===== src/rtl/swarm_param_responder.sv =====
// swarm_param_responder: AXI4-Lite slave exposing build parameters, a host scratch
// register, a logging-enable mask and a free-running cycle counter.
//
// Ports:
//   clk, rst                        single clock, synchronous active-high reset
//   aw*/w*/b*                       write address / data / response channels
//   ar*/r*                          read address / data channels
//   log_en                          host-controlled logging-enable mask
//   scratch                         host scratch register
//
// Map (addr[7:2] decoded): 0x00-0x14 RO parameters, 0x20 scratch (RW),
// 0x24 log_en (RW, [7:0]), 0x28 cycle counter (RO). Unmapped -> SLVERR.
//
// Build option: define SWARM_PARAM_RESP_WRITE_EN to include the writable registers.
// Without it every write completes with SLVERR and log_en/scratch stay 0.
module swarm_param_responder #(
  parameter int unsigned VERSION           = 10,
  parameter int unsigned N_TILES           = 1,
  parameter int unsigned TS_WIDTH          = 32,
  parameter int unsigned LOG_TQ_SIZE       = 12,
  parameter int unsigned LOG_CQ_SLICE_SIZE = 7,
  parameter logic [2:0]  FLAGS             = 3'b010
) (
  input  logic        clk,
  input  logic        rst,
  input  logic        awvalid,
  output logic        awready,
  input  logic [7:0]  awaddr,
  input  logic        wvalid,
  output logic        wready,
  input  logic [31:0] wdata,
  input  logic [3:0]  wstrb,
  output logic        bvalid,
  input  logic        bready,
  output logic [1:0]  bresp,
  input  logic        arvalid,
  output logic        arready,
  input  logic [7:0]  araddr,
  output logic        rvalid,
  input  logic        rready,
  output logic [31:0] rdata,
  output logic [1:0]  rresp,
  output logic [7:0]  log_en,
  output logic [31:0] scratch
);

  localparam logic [1:0] RespOkay   = 2'b00;
  localparam logic [1:0] RespSlvErr = 2'b10;

  typedef enum logic [1:0] {StIdle, StWData, StBResp, StRResp} state_e;

  state_e      state_q, state_d;
  logic [5:0]  waddr_q;
  logic [31:0] rdata_q, cycle_q, scratch_q;
  logic [7:0]  log_en_q;
  logic [1:0]  rresp_q, bresp_q;

  logic        ar_hs, aw_only, wr_do, wr_ok;
  logic [5:0]  wr_idx;
  logic [31:0] rd_data;
  logic        rd_err;

  // Handshake / next-state logic. Reset overrides everything so no ready is
  // advertised and no transaction is accepted while rst is high.
  always_comb begin
    state_d = state_q;
    awready = 1'b0;
    arready = 1'b0;
    wready  = 1'b0;
    ar_hs   = 1'b0;
    aw_only = 1'b0;
    wr_do   = 1'b0;
    wr_idx  = waddr_q;
    case (state_q)
      StIdle: begin
        arready = 1'b1;
        // Reads win: a pending AR blocks AW/W for this cycle.
        awready = !arvalid;
        wready  = awvalid && !arvalid;
        if (arvalid) begin
          ar_hs   = 1'b1;
          state_d = StRResp;
        end else if (awvalid) begin
          wr_idx = awaddr[7:2];
          if (wvalid) begin
            wr_do   = 1'b1;
            state_d = StBResp;
          end else begin
            aw_only = 1'b1;
            state_d = StWData;
          end
        end
      end
      StWData: begin
        wready = 1'b1;
        if (wvalid) begin
          wr_do   = 1'b1;
          state_d = StBResp;
        end
      end
      StBResp: if (bready) state_d = StIdle;
      StRResp: if (rready) state_d = StIdle;
      default: state_d = StIdle;
    endcase
    if (rst) begin
      awready = 1'b0;
      arready = 1'b0;
      wready  = 1'b0;
      ar_hs   = 1'b0;
      aw_only = 1'b0;
      wr_do   = 1'b0;
      state_d = StIdle;
    end
  end

  // Read decode from the live AR address; captured at the AR handshake.
  always_comb begin
    rd_data = '0;
    rd_err  = 1'b0;
    case (araddr[7:2])
      6'd0:    rd_data = 32'(VERSION);
      6'd1:    rd_data = 32'(N_TILES);
      6'd2:    rd_data = 32'(TS_WIDTH);
      6'd3:    rd_data = 32'(LOG_TQ_SIZE);
      6'd4:    rd_data = 32'(LOG_CQ_SLICE_SIZE);
      6'd5:    rd_data = {29'd0, FLAGS};
      6'd8:    rd_data = scratch_q;
      6'd9:    rd_data = {24'd0, log_en_q};
      6'd10:   rd_data = cycle_q;
      default: rd_err  = 1'b1;
    endcase
  end

  always_ff @(posedge clk) begin
    if (rst) begin
      state_q <= StIdle;
      waddr_q <= '0;
      rdata_q <= '0;
      rresp_q <= RespOkay;
      bresp_q <= RespOkay;
      cycle_q <= '0;
    end else begin
      state_q <= state_d;
      cycle_q <= cycle_q + 32'd1;
      if (ar_hs) begin
        rdata_q <= rd_data;
        rresp_q <= rd_err ? RespSlvErr : RespOkay;
      end
      if (aw_only) waddr_q <= awaddr[7:2];
      if (wr_do)   bresp_q <= wr_ok ? RespOkay : RespSlvErr;
    end
  end

`ifdef SWARM_PARAM_RESP_WRITE_EN
  assign wr_ok = (wr_idx == 6'd8) || (wr_idx == 6'd9);

  always_ff @(posedge clk) begin
    if (rst) begin
      scratch_q <= '0;
      log_en_q  <= '0;
    end else if (wr_do && wr_ok) begin
      if (wr_idx == 6'd8) begin
        for (int b = 0; b < 4; b++) begin
          if (wstrb[b]) scratch_q[8*b +: 8] <= wdata[8*b +: 8];
        end
      end else if (wstrb[0]) begin
        log_en_q <= wdata[7:0];
      end
    end
  end

  logic unused_addr_lsbs;
  assign unused_addr_lsbs = ^{awaddr[1:0], araddr[1:0]};
`else
  assign wr_ok     = 1'b0;
  assign scratch_q = '0;
  assign log_en_q  = '0;

  logic unused_write_path;
  assign unused_write_path = ^{awaddr[1:0], araddr[1:0], wdata, wstrb, wr_idx};
`endif

  assign bvalid  = (state_q == StBResp) && !rst;
  assign rvalid  = (state_q == StRResp) && !rst;
  assign bresp   = bresp_q;
  assign rresp   = rresp_q;
  assign rdata   = rdata_q;
  assign log_en  = log_en_q;
  assign scratch = scratch_q;

endmodule


===== config.mk =====
export PLATFORM = sky130hd
export DESIGN_NAME = swarm_param_responder
export DESIGN_NICKNAME = d
export VERILOG_FILES = /design/src/rtl/swarm_param_responder.sv
export SDC_FILE = /design/constraint.sdc
export NUM_CORES = 1
export LEC_CHECK = 0
export CAP_MARGIN = 40
export CORE_ASPECT_RATIO = 0.6
export CORE_MARGIN = 8
export CORE_UTILIZATION = 47
export CTS_BUF_LIST = sky130_fd_sc_hd__clkbuf_8
export CTS_CLUSTER_DIAMETER = 150
export CTS_CLUSTER_SIZE = 14
export DETAILED_ROUTE_END_ITERATION = 12
export GPL_ROUTABILITY_DRIVEN = 0
export PLACE_DENSITY = 0.86
export SLEW_MARGIN = 40
export SYNTH_ARGS = -nofsm -noshare
export SYNTH_HDL_FRONTEND = slang
export SYNTH_SLANG_ARGS = --single-unit

===== constraint.sdc =====
create_clock -name clk -period 4.3 [get_ports clk]
set_input_delay 0.86 -clock clk [delete_from_list [all_inputs] [get_ports clk]]
set_output_delay 0.86 -clock clk [all_outputs]
set_load 0.005 [all_outputs]

[Word-level counts from Yosys, hierarchy flattened]
Cells that the tools add are included.
Operators by class
  add/subtract/negate cells: 1
  equal/unequal tests: 15
  multiplexer cells: 23
  reduce and logical (&&, ||, !) cells: 9
Operators with widths (count)
  32-bit one-hot mux with 7 select lines: 1
  32-bit by 1-bit adder with 32-bit output (second input constant): 1
  6-bit by 4-bit == test with 1-bit output (second input constant): 3
  2-bit 2-to-1 mux: 7
  6-bit by 2-bit == test with 1-bit output (second input constant): 2
  6-bit by 3-bit == test with 1-bit output (second input constant): 2
  1-bit 2-to-1 mux: 12
  9-bit OR reduction: 1
  2-bit one-hot mux with 4 select lines: 1
  6-bit by 1-bit == test with 1-bit output (second input constant): 1
  6-bit logical NOT: 1
  2-bit != test (second input constant): 3
  2-bit == test (second input constant): 2
  1-bit one-hot mux with 2 select lines: 2
  4-bit AND reduction: 1
  1-bit logical AND: 3
  3-bit != test (second input constant): 1
  2-bit by 1-bit == test with 1-bit output (second input constant): 1
  1-bit logical NOT: 2
  2-bit logical NOT: 1
Storage, ports and cells
  bits in registers: 69
  output and inout port bits: 81

[Depth between registers and ports, before layout]
Gate-level depths: netlist (run 1).
  depth after elaboration: 5
  mapped depth: 7
  mapped depth without buffers: 5

[Worst setup path after synthesis (run 1)]
Ideal clock, no wire load.
  path type: input to output
  from: input rst
  to: output rvalid
  arrival time: 1.477 ns
  slack: 1.963 ns
  stages on the path: 3
  buffers on the path: 2
  cells stage by stage: clkbuf_1 clkbuf_1 nor3b_1
On the way
  longest elaborated chain between the ends: 2
RTL lines
  start, declared: RTL line 25  | input logic rst,
  1-bit logical NOT: RTL line 184  | assign rvalid = (state_q == StRResp) && !rst;
  1-bit logical AND: RTL line 184
  end, declared: RTL line 39  | output logic rvalid,
No other way between the ends.

[Worst setup path after layout (run 1)]
  from: input awvalid
  to: output wready
On the way
  longest elaborated chain between the ends: 3
RTL lines
  start, declared: RTL line 26  | input logic awvalid,
  1-bit logical AND: RTL line 79  | wready = awvalid && !arvalid;
  1-bit one-hot mux with 2 select lines: RTL line 74  | case (state_q)
  1-bit 2-to-1 mux: RTL line 105  | if (rst) begin
  end, declared: RTL line 30  | output logic wready,
No other way between the ends.

==> results of run 1 <==
==> how the worst min path moves through the flow <==
stage                             to  slack, ns  depth (start not counted)       start
final                       rdata[0]       0.46                          2    rdata[0]
after floorplan           cycle_q[0]       0.45                          1  cycle_q[0]
after global placement      rdata[3]       0.45                          2    rdata[3]
after detailed placement    rdata[0]       0.46                          2    rdata[0]
after CTS                   rdata[0]       0.47                          2    rdata[0]
after global routing        rdata[0]       0.49                          2    rdata[0]
==> state kept, by name (all words and copies together), names as in the netlist <==
signal and flops:
state_q 2, cycle_q 32, rresp 1, bresp 1
rdata 32
==> layout make-up <==
| type | instances | area, sq um |
|---|---|---|
| well taps | 87 | 109 |
| clock inverters | 5 | 51.3 |
| fillers | 613 | 2870 |
| clock buffers | 11 | 151 |
| repair buffers | 53 | 520 |
| flip-flops and latches | 68 | 1360 |
| multi-input cells | 280 | 1590 |
| inverters | 5 | 18.8 |
==> power by group through the flow <==
stage	combinational, mW	sequential, mW	clock [mW]
finish	0.0808	0.645	0.530
global route	0.0903	0.647	0.577
CTS	0.0792	0.645	0.547
detailed placement	0.0784	0.659	0
global placement	0.0756	0.659	0
floorplan	0.0782	0.655	0
==> per-layer routing <==
metal  routed length (um)  track usage, %  part of all wire [%]  vias up
met2                 3420            22.5                    44      116
met1                 3500            20.1                    45     1316
li1                     -               -                     -     1362
met5                    0               0                     0        -
met3                  790            7.49                    10       10
met4                   72            3.82                  0.93        0
==> Yosys cell counts, types with 2 or more instances <==
cell,n
buf_1,2
nor3_1,5
xor2_1,4
o31ai_1,11
nand2_1,17
buf_2,3
nand2b_1,4
xnor2_1,6
nor2b_1,3
or3_1,9
and3_1,2
nand3_1,10
nand4_1,8
o21ai_0,12
nand4b_1,2
and4_1,3
nor4_1,4
a21oi_1,28
or4_1,16
clkbuf_1,18
nor3b_1,2
inv_1,5
nor2_1,46
buf_4,42
or2_2,2
dfxtp_1,68
a22oi_1,27
==> kinds of logic after synthesis <==
kind of cell               after synthesis
xor gates and xnor gates                10
muxes                                    1
DFF                                     68
other                                    1
adders and majority gates                1
buffers and inverters                   71
and+or+nand+nor                        139
AOI/OAI and AO/OA                       87
==> tightest hold or removal path, cell delays in order, from the launching register on <==
cell and delay, ns:
dfxtp_1 0.32, nand2_1 0.05, a21oi_1 0.05
==> per-stage QoR <==
step	hold WS, ns	instance area [sq um]	utilization [%]	setup WS (ns)	std cells
floorplan	0.449	3390	-	1.96	419
global placement	0.445	3600	53.9	1.10	493
detailed placement	0.456	3600	53.9	1.06	493
CTS	0.466	3800	57.0	1.27	509
global route	0.489	3800	57.0	1.19	509
finish	0.461	3800	57.0	1.27	509
==> results.json, run 1 <==
{
  "netlist.top_cell.by_area": "dfxtp_1",
  "synth_area_leaders": "dfxtp_1, buf_4, a22oi_1, nor2_1, a21oi_1",
  "p_per_area_nw_per_um2": 330,
  "grt_start_max_net_pins": 68,
  "switching_power_mw": 0.293,
  "nets": 477,
  "antenna_found_initial": 0,
  "internal_power_mw": 0.963,
  "dp_hpwl_um": 5350,
  "cp_max_fo": 3,
  "synth-simple-area-share_pct": 23.5,
  "grt_first_pass_wirelength_um": 12300,
  "finalCriticalPeriod_ns": 3.03,
  "clock_skew_ns": 0.00582,
  "fp.dieH_um": 80.2,
  "synth_top_family_by_area": "simple AND/OR/NAND/NOR gates",
  "critPathMaxStageDelay_ns": 0.52,
  "cts_root_buf": "clkbuf_8",
  "layout_common_cells": "dfxtp_1, clkdlybuf4s50_1, nor2_1",
  "grt_pass1_vias": 2472,
  "yosysTopAreaCellShare_pct": 42.1,
  "fmax_mhz": 330,
  "crit_end": "wready",
  "worst_ep_arrival_time_ns": 2.17,
  "synth_ff_type": "dfxtp_1",
  "r2r-start": "state_q[0]",
  "via_per_inst": 5.51,
  "drtIter0Drc": 260,
  "syn_inst": 378,
  "finalHoldViolCount": 0,
  "required_ns": 3.44,
  "hold_path.class": "reg -> reg",
  "rows": 23,
  "comb_power_share_pct": 6.4,
  "cts_tree": "yes",
  "fp.dieArea_sq_um": 9880,
  "boundaryPins": 140,
  "yosys.area_share.adder_pct": 0.387,
  "fin_crit_sh_pct": 70.6,
  "core_area_sq_um": 6680,
  "syn2layout_area_growth_pct": 17.6,
  "antennaDiodeCount": 0,
  "drt_drc_violations_left": 0,
  "h-tree-depth": 3,
  "status": "complete, no violations",
  "layout_commonest_cell": "dfxtp_1",
  "ctsResizeCount": 0,
  "postRouteAntennaNets": 0,
  "critPathTopFamily": "buffers and inverters",
  "first_pass_iters": 5,
  "power_frac_seq_pct": 51.4,
  "cp-end-kind": "output pin",
  "tritoncts_num_sinks": 68,
  "clock_latency_ns": 0.34,
  "critPathLaunchType": "primary input",
  "syn-cell-area_sq_um": 3230,
  "clk_pin_slew_ns": 0.07,
  "setup.reg_to_reg.worst_slack_ns": 1.97,
  "cts_max_path_buffers": 2,
  "cts_buffers": 9,
  "cp_cell_sequence": "clkdlybuf4s50_1 > nor2b_1 > o21a_1 > clkdlybuf4s50_1",
  "vias": 2804,
  "synth-xor-area-share_pct": 2.71,
  "cpMostUsedCell": "clkdlybuf4s50_1",
  "synthMuxAreaShare_pct": 0.310,
  "cp.depth": 4,
  "max_slew_margin_pct": 50.7,
  "synth_edf_count": 0,
  "synth.avg_cell_area_sq_um": 8.55,
  "drive_gt1_share_pct": 5.92,
  "synth-seq-area-share_pct": 42.1,
  "reg2regPathDepth": 4,
  "initial_utilization_pct": 48.4,
  "hold_buffers": 0,
  "ys_seq_elements": 68,
  "worst_slew_pin_slew_ns": 0.740,
  "crit_buf_inv": 2,
  "gr-total-overflow": 0,
  "slowest_stage": "clkdlybuf4s50_1",
  "synth_cell_types": 46,
  "synth_compound_area_share_pct": 17.4,
  "vdd_drop_max_mv": 0.148,
  "rsz0062_at_grt": "no",
  "finalPower_mw": 1.26,
  "drv.max_cap_violation_count": 0,
  "wl_per_cell_um": 15.3,
  "setup-tns-final_ns": 0,
  "post-cts-setup-buffer-count": 0,
  "sw_frac_of_total_pct": 23.4,
  "power.leakage_nw": 1.29,
  "dieWidth_um": 123,
  "wirelength_um": 7780,
  "synthArstFlopShare_pct": 0,
  "reg2reg_to": "rdata[0]",
  "setup_viol": 0,
  "io_buffers": 51,
  "synth_warnings": 0,
  "criticalPathCategory": "in -> out",
  "final_max_slew_viol_count": 0,
  "power.share.clock_pct": 42.2,
  "startpoint": "awvalid",
  "grtUsageTotal_pct": 15.5
}
Note: power is estimated with default switching activity, not from simulation.
==> run 2: changes to the inputs <==
--- a/config.mk
+++ b/config.mk
@@ -8,13 +8,13 @@
 export CAP_MARGIN = 40
 export CORE_ASPECT_RATIO = 0.6
 export CORE_MARGIN = 8
-export CORE_UTILIZATION = 47
+export CORE_UTILIZATION = 39
 export CTS_BUF_LIST = sky130_fd_sc_hd__clkbuf_8
 export CTS_CLUSTER_DIAMETER = 150
 export CTS_CLUSTER_SIZE = 14
 export DETAILED_ROUTE_END_ITERATION = 12
 export GPL_ROUTABILITY_DRIVEN = 0
-export PLACE_DENSITY = 0.86
+export PLACE_DENSITY = 0.76
 export SLEW_MARGIN = 40
 export SYNTH_ARGS = -nofsm -noshare
 export SYNTH_HDL_FRONTEND = slang
==> constraint.sdc (replaced) <==
create_clock -name clk -period 2.65 [get_ports clk]
set_input_delay 0.53 -clock clk [delete_from_list [all_inputs] [get_ports clk]]
set_output_delay 0.53 -clock clk [all_outputs]
set_load 0.005 [all_outputs]
==> run 2 against run 1 <==
Against the previous run: sequential share of layout area decreased by 0.15 points; utilization decreased by 8.9 points; first-iteration DRC count decreased by 7.3%; combinational power increased by 68%; total power increased by 51%; setup slack got worse by 0.99 ns; sequential power increased by 63%; via count decreased by 2.1%; non-clock buffer count increased by 3.
==> results.json, run 2 (synthesized netlist as in run 1, its figures left out) <==
{
  "status": "complete, no violations",
  "wl_per_cell_um": 14.7,
  "ctsResizeCount": 0,
  "vdd_drop_max_mv": 0.243,
  "core_area_sq_um": 7950,
  "fp.dieH_um": 86.5,
  "finalHoldViolCount": 0,
  "pre_cts_ws_ns": 0.145,
  "post-cts-setup-buffer-count": 0,
  "antennaDiodeCount": 0,
  "layout_setup_ws_ns": 0.278,
  "nets": 480,
  "rows": 25,
  "finalPower_mw": 1.90,
  "drtIter0Drc": 241,
  "finalCriticalPeriod_ns": 2.37,
  "grtUsageTotal_pct": 13.6,
  "topRoutingLayerUsed": "met4",
  "postRouteAntennaNets": 0,
  "fin_crit_sh_pct": 89.5,
  "cts_tree": "yes",
  "reg2regPathDepth": 5,
  "wl_met3_um": 621,
  "grt_pass1_vias": 2568,
  "fillers": 778,
  "critPathLaunchType": "register",
  "layout_commonest_cell": "dfxtp_1",
  "h-tree-depth": 3,
  "clock_latency_ns": 0.36,
  "boundaryPins": 140,
  "drt-met1-wl_um": 3890,
  "vias": 2744,
  "drive_gt1_share_pct": 6.37,
  "wl_met2_um": 3230,
  "dieWidth_um": 134,
  "layout_common_cells": "dfxtp_1, clkdlybuf4s50_1, nor2_1",
  "wirelength_um": 7830,
  "cp-end-kind": "register",
  "antenna_found_initial": 0,
  "worst_ep_arrival_time_ns": 2.65,
  "required_ns": 2.93,
  "initial_utilization_pct": 40.7,
  "fmax_mhz": 422,
  "criticalPathCategory": "reg -> reg",
  "holdPathStages": 2,
  "via_per_inst": 5.16,
  "dp_hpwl_um": 5590,
  "setup-tns-final_ns": 0,
  "cts_root_buf": "clkbuf_8",
  "hold_path.class": "reg -> reg",
  "rsz0062_at_grt": "no",
  "p_per_area_nw_per_um2": 496,
  "clock_skew_ns": 0.00968,
  "syn2layout_area_growth_pct": 18.1,
  "tritoncts_num_sinks": 68,
  "worst_slew_pin_slew_ns": 0.656,
  "power.leakage_nw": 1.28,
  "gr-total-overflow": 0,
  "io_buffers": 51,
  "cts_buffers": 9,
  "drv.max_cap_violation_count": 0,
  "cp_max_fo": 15,
  "max_slew_margin_pct": 56.3,
  "first_pass_iters": 4,
  "drt_drc_violations_left": 0,
  "final_max_slew_viol_count": 0,
  "setup_viol": 0,
  "grt_first_pass_wirelength_um": 12800,
  "grt_start_max_net_pins": 66,
  "hold_buffers": 0,
  "fp.dieArea_sq_um": 11600,
  "cts_max_path_buffers": 2,
  "clk_pin_slew_ns": 0.07
}
[run 2: cell types whose count changed in the layout (fill, tap and decap cells not counted)]
cell        delta
clkbuf_8       -2
bufinv_16      -1
clkinvlp_4     +1
buf_4          +2
buf_12         +1
clkinv_2       +1
[run 2: final cells by class]
cell class | count | area [sq um] | share of cell area, %
clock inverter | 6 | 33.8 | 0.885
tap | 108 | 135 | 3.54
multi-input combinational | 280 | 1590 | 41.6
inverter | 5 | 18.8 | 0.491
timing repair buffer | 56 | 556 | 14.5
sequential | 68 | 1360 | 35.6
clock buffer | 9 | 124 | 3.24
[run 2: final timing paths]
check	start	end	slack (ns)
worst max-delay path	cycle_q[0]	cycle_q[20]	0.28
worst min-delay path	rdata[3]	rdata[3]	0.47
worst max register to register	cycle_q[0]	cycle_q[20]	0.28
worst min register to register	rdata[3]	rdata[3]	0.47
[run 2: critical path, cell delays in order, from the launching register on]
cell and delay [ns]:
dfxtp_1 0.45, ha_1 0.25, nand3_1 0.16, or4_1 0.68, or4_1 0.59, a21oi_1 0.16
[run 2: per-layer routing]
layer	global-route usage, %	up-vias
li1	-	1370
met1	17.7	1289
met2	19.3	76
met3	6.70	9
met4	4.36	0
met5	0	-
[run 2: report_power, final]
part / switching, mW / internal, mW / total, mW
Combinational: 0.0800 / 0.0555 / 0.136
Clock: 0.387 / 0.325 / 0.712
Sequential: 0.0165 / 1.03 / 1.05
Total: 0.484 / 1.41 / 1.90
[run 2: through the flow]
stage,instances,cell area (sq um),hold WS [ns],utilization [%]
2_1_floorplan,419,3390,0.449,-
3_3_place_gp,517,3660,0.452,46.1
3_5_place_dp,517,3660,0.454,46.1
4_1_cts,532,3820,0.463,48.1
5_1_grt,532,3820,0.493,48.1
6_report,532,3820,0.467,48.1
==> run 3: changes to the inputs <==
--- a/config.mk
+++ b/config.mk
@@ -14,6 +14,7 @@
 export CTS_CLUSTER_SIZE = 14
 export DETAILED_ROUTE_END_ITERATION = 12
 export GPL_ROUTABILITY_DRIVEN = 0
+export MAX_ROUTING_LAYER = met4
 export PLACE_DENSITY = 0.76
 export SLEW_MARGIN = 40
 export SYNTH_ARGS = -nofsm -noshare
==> run 3 against run 2 <==
Against the previous run: global-route usage grew 0.34 points; non-clock buffer count stayed put; clock power barely moved; highest routed layer unchanged; combinational power about the same.
==> results.json, run 3 (synthesized netlist as in run 1, its figures left out) <==
{
  "status": "complete, no violations",
  "post-cts-setup-buffer-count": 0,
  "fp.dieH_um": 86.5,
  "max_slew_margin_pct": 56.3,
  "power_frac_seq_pct": 55.4,
  "ctsResizeCount": 0,
  "internal_power_mw": 1.41,
  "core_area_sq_um": 7950,
  "rsz0062_at_grt": "no",
  "drive_gt1_share_pct": 6.37,
  "drv.max_cap_violation_count": 0,
  "cts_buffers": 9,
  "critPathMaxStageDelay_ns": 0.68,
  "wirelength_um": 7810,
  "hold_path.class": "reg -> reg",
  "dieWidth_um": 134,
  "boundaryPins": 140,
  "clock_latency_ns": 0.35,
  "layout_common_cells": "dfxtp_1, clkdlybuf4s50_1, nor2_1",
  "fmax_mhz": 422,
  "h-tree-depth": 3,
  "postRouteAntennaNets": 0,
  "antennaDiodeCount": 0,
  "dp_cells": 517,
  "worst_ep_arrival_time_ns": 2.64,
  "power.leakage_nw": 1.28,
  "stdcell_area_sq_um": 3820,
  "grt_first_pass_wirelength_um": 12800,
  "clk_pin_slew_ns": 0.07,
  "first_pass_iters": 4,
  "grt_start_max_net_pins": 66,
  "cp-end-kind": "register",
  "fin_crit_sh_pct": 89.5,
  "initial_utilization_pct": 40.7,
  "place_area_sq_um": 3660,
  "switching_power_mw": 0.481,
  "vias": 2746,
  "comb_power_share_pct": 7.2,
  "clock_skew_ns": 0.00949,
  "p_per_area_nw_per_um2": 496,
  "via_per_inst": 5.16,
  "rows": 25,
  "final_max_slew_viol_count": 0,
  "sw_frac_of_total_pct": 25.4,
  "worst_slew_pin_slew_ns": 0.656,
  "syn2layout_area_growth_pct": 18.1,
  "cp_max_fo": 15,
  "grt_pass1_vias": 2565,
  "fin_cells": 532,
  "cts_tree": "yes",
  "power.share.clock_pct": 37.5,
  "finalHoldViolCount": 0,
  "io_buffers": 51,
  "fp.dieArea_sq_um": 11600,
  "slowest_stage": "or4_1",
  "wl_per_cell_um": 14.7,
  "cpMostUsedCell": "or4_1",
  "drtIter0Drc": 232,
  "setup-tns-final_ns": 0,
  "layout_setup_ws_ns": 0.278,
  "hold_buffers": 0,
  "critPathLaunchType": "register",
  "layout_commonest_cell": "dfxtp_1",
  "grtUsageTotal_pct": 14.0,
  "gr-total-overflow": 0,
  "pre_cts_ws_ns": 0.145,
  "utilization_pct": 48.1,
  "setup_viol": 0,
  "criticalPathCategory": "reg -> reg",
  "dp_hpwl_um": 5590,
  "drt_drc_violations_left": 0,
  "vdd_drop_max_mv": 0.243,
  "finalCriticalPeriod_ns": 2.37,
  "required_ns": 2.92,
  "antenna_found_initial": 0,
  "cts_max_path_buffers": 2,
  "cts_root_buf": "clkbuf_8",
  "cp_cell_sequence": "ha_1 > nand3_1 > or4_1 > or4_1 > a21oi_1",
  "tritoncts_num_sinks": 68,
  "nets": 480
}
run 3: metrics by stage:
stage	hold WS, ns	total power, mW
2_1_floorplan	0.449	1.19
3_5_place_dp	0.454	1.20
3_3_place_gp	0.452	1.20
5_1_grt	0.495	1.98
4_1_cts	0.463	1.91
6_report	0.467	1.89
run 3: final cells by class:
cell class | instances | area (sq um)
repair buffers | 56 | 556
fillers | 778 | 4130
clock inverters | 6 | 33.8
multi-input cells | 280 | 1590
clock buffers | 9 | 124
flip-flops and latches | 68 | 1360
inverters | 5 | 18.8
well taps | 108 | 135
run 3: final timing paths:
check	startpoint	endpoint	slack (ns)	cells after the start
setup / recovery	cycle_q[0]	cycle_q[20]	0.28	5
hold / removal	rdata[3]	rdata[3]	0.47	2
setup reg to reg	cycle_q[0]	cycle_q[20]	0.28	5
hold reg to reg	rdata[3]	rdata[3]	0.47	2
run 3: critical path, delay by kind of cell (launching register included):
family	cells	cell delay [ns]
AOI/OAI and AO/OA	1	0.16
adders and majority gates	1	0.25
DFF	1	0.45
and+or+nand+nor	3	1.43
run 3: layer usage:
metal	GRT usage, %	vias up	wire, um
li1	-	1370	-
met1	18.0	1292	3960
met2	19.3	77	3230
met3	5.95	7	569
met4	4.36	0	50
met5	-	-	0
run 3: power groups by stage:
stage,Combinational (mW),Clock (mW),Sequential (mW)
global placement,0.128,0,1.07
detailed placement,0.132,0,1.07
global route,0.150,0.783,1.05
CTS,0.133,0.734,1.05
floorplan,0.127,0,1.06
finish,0.136,0.709,1.05
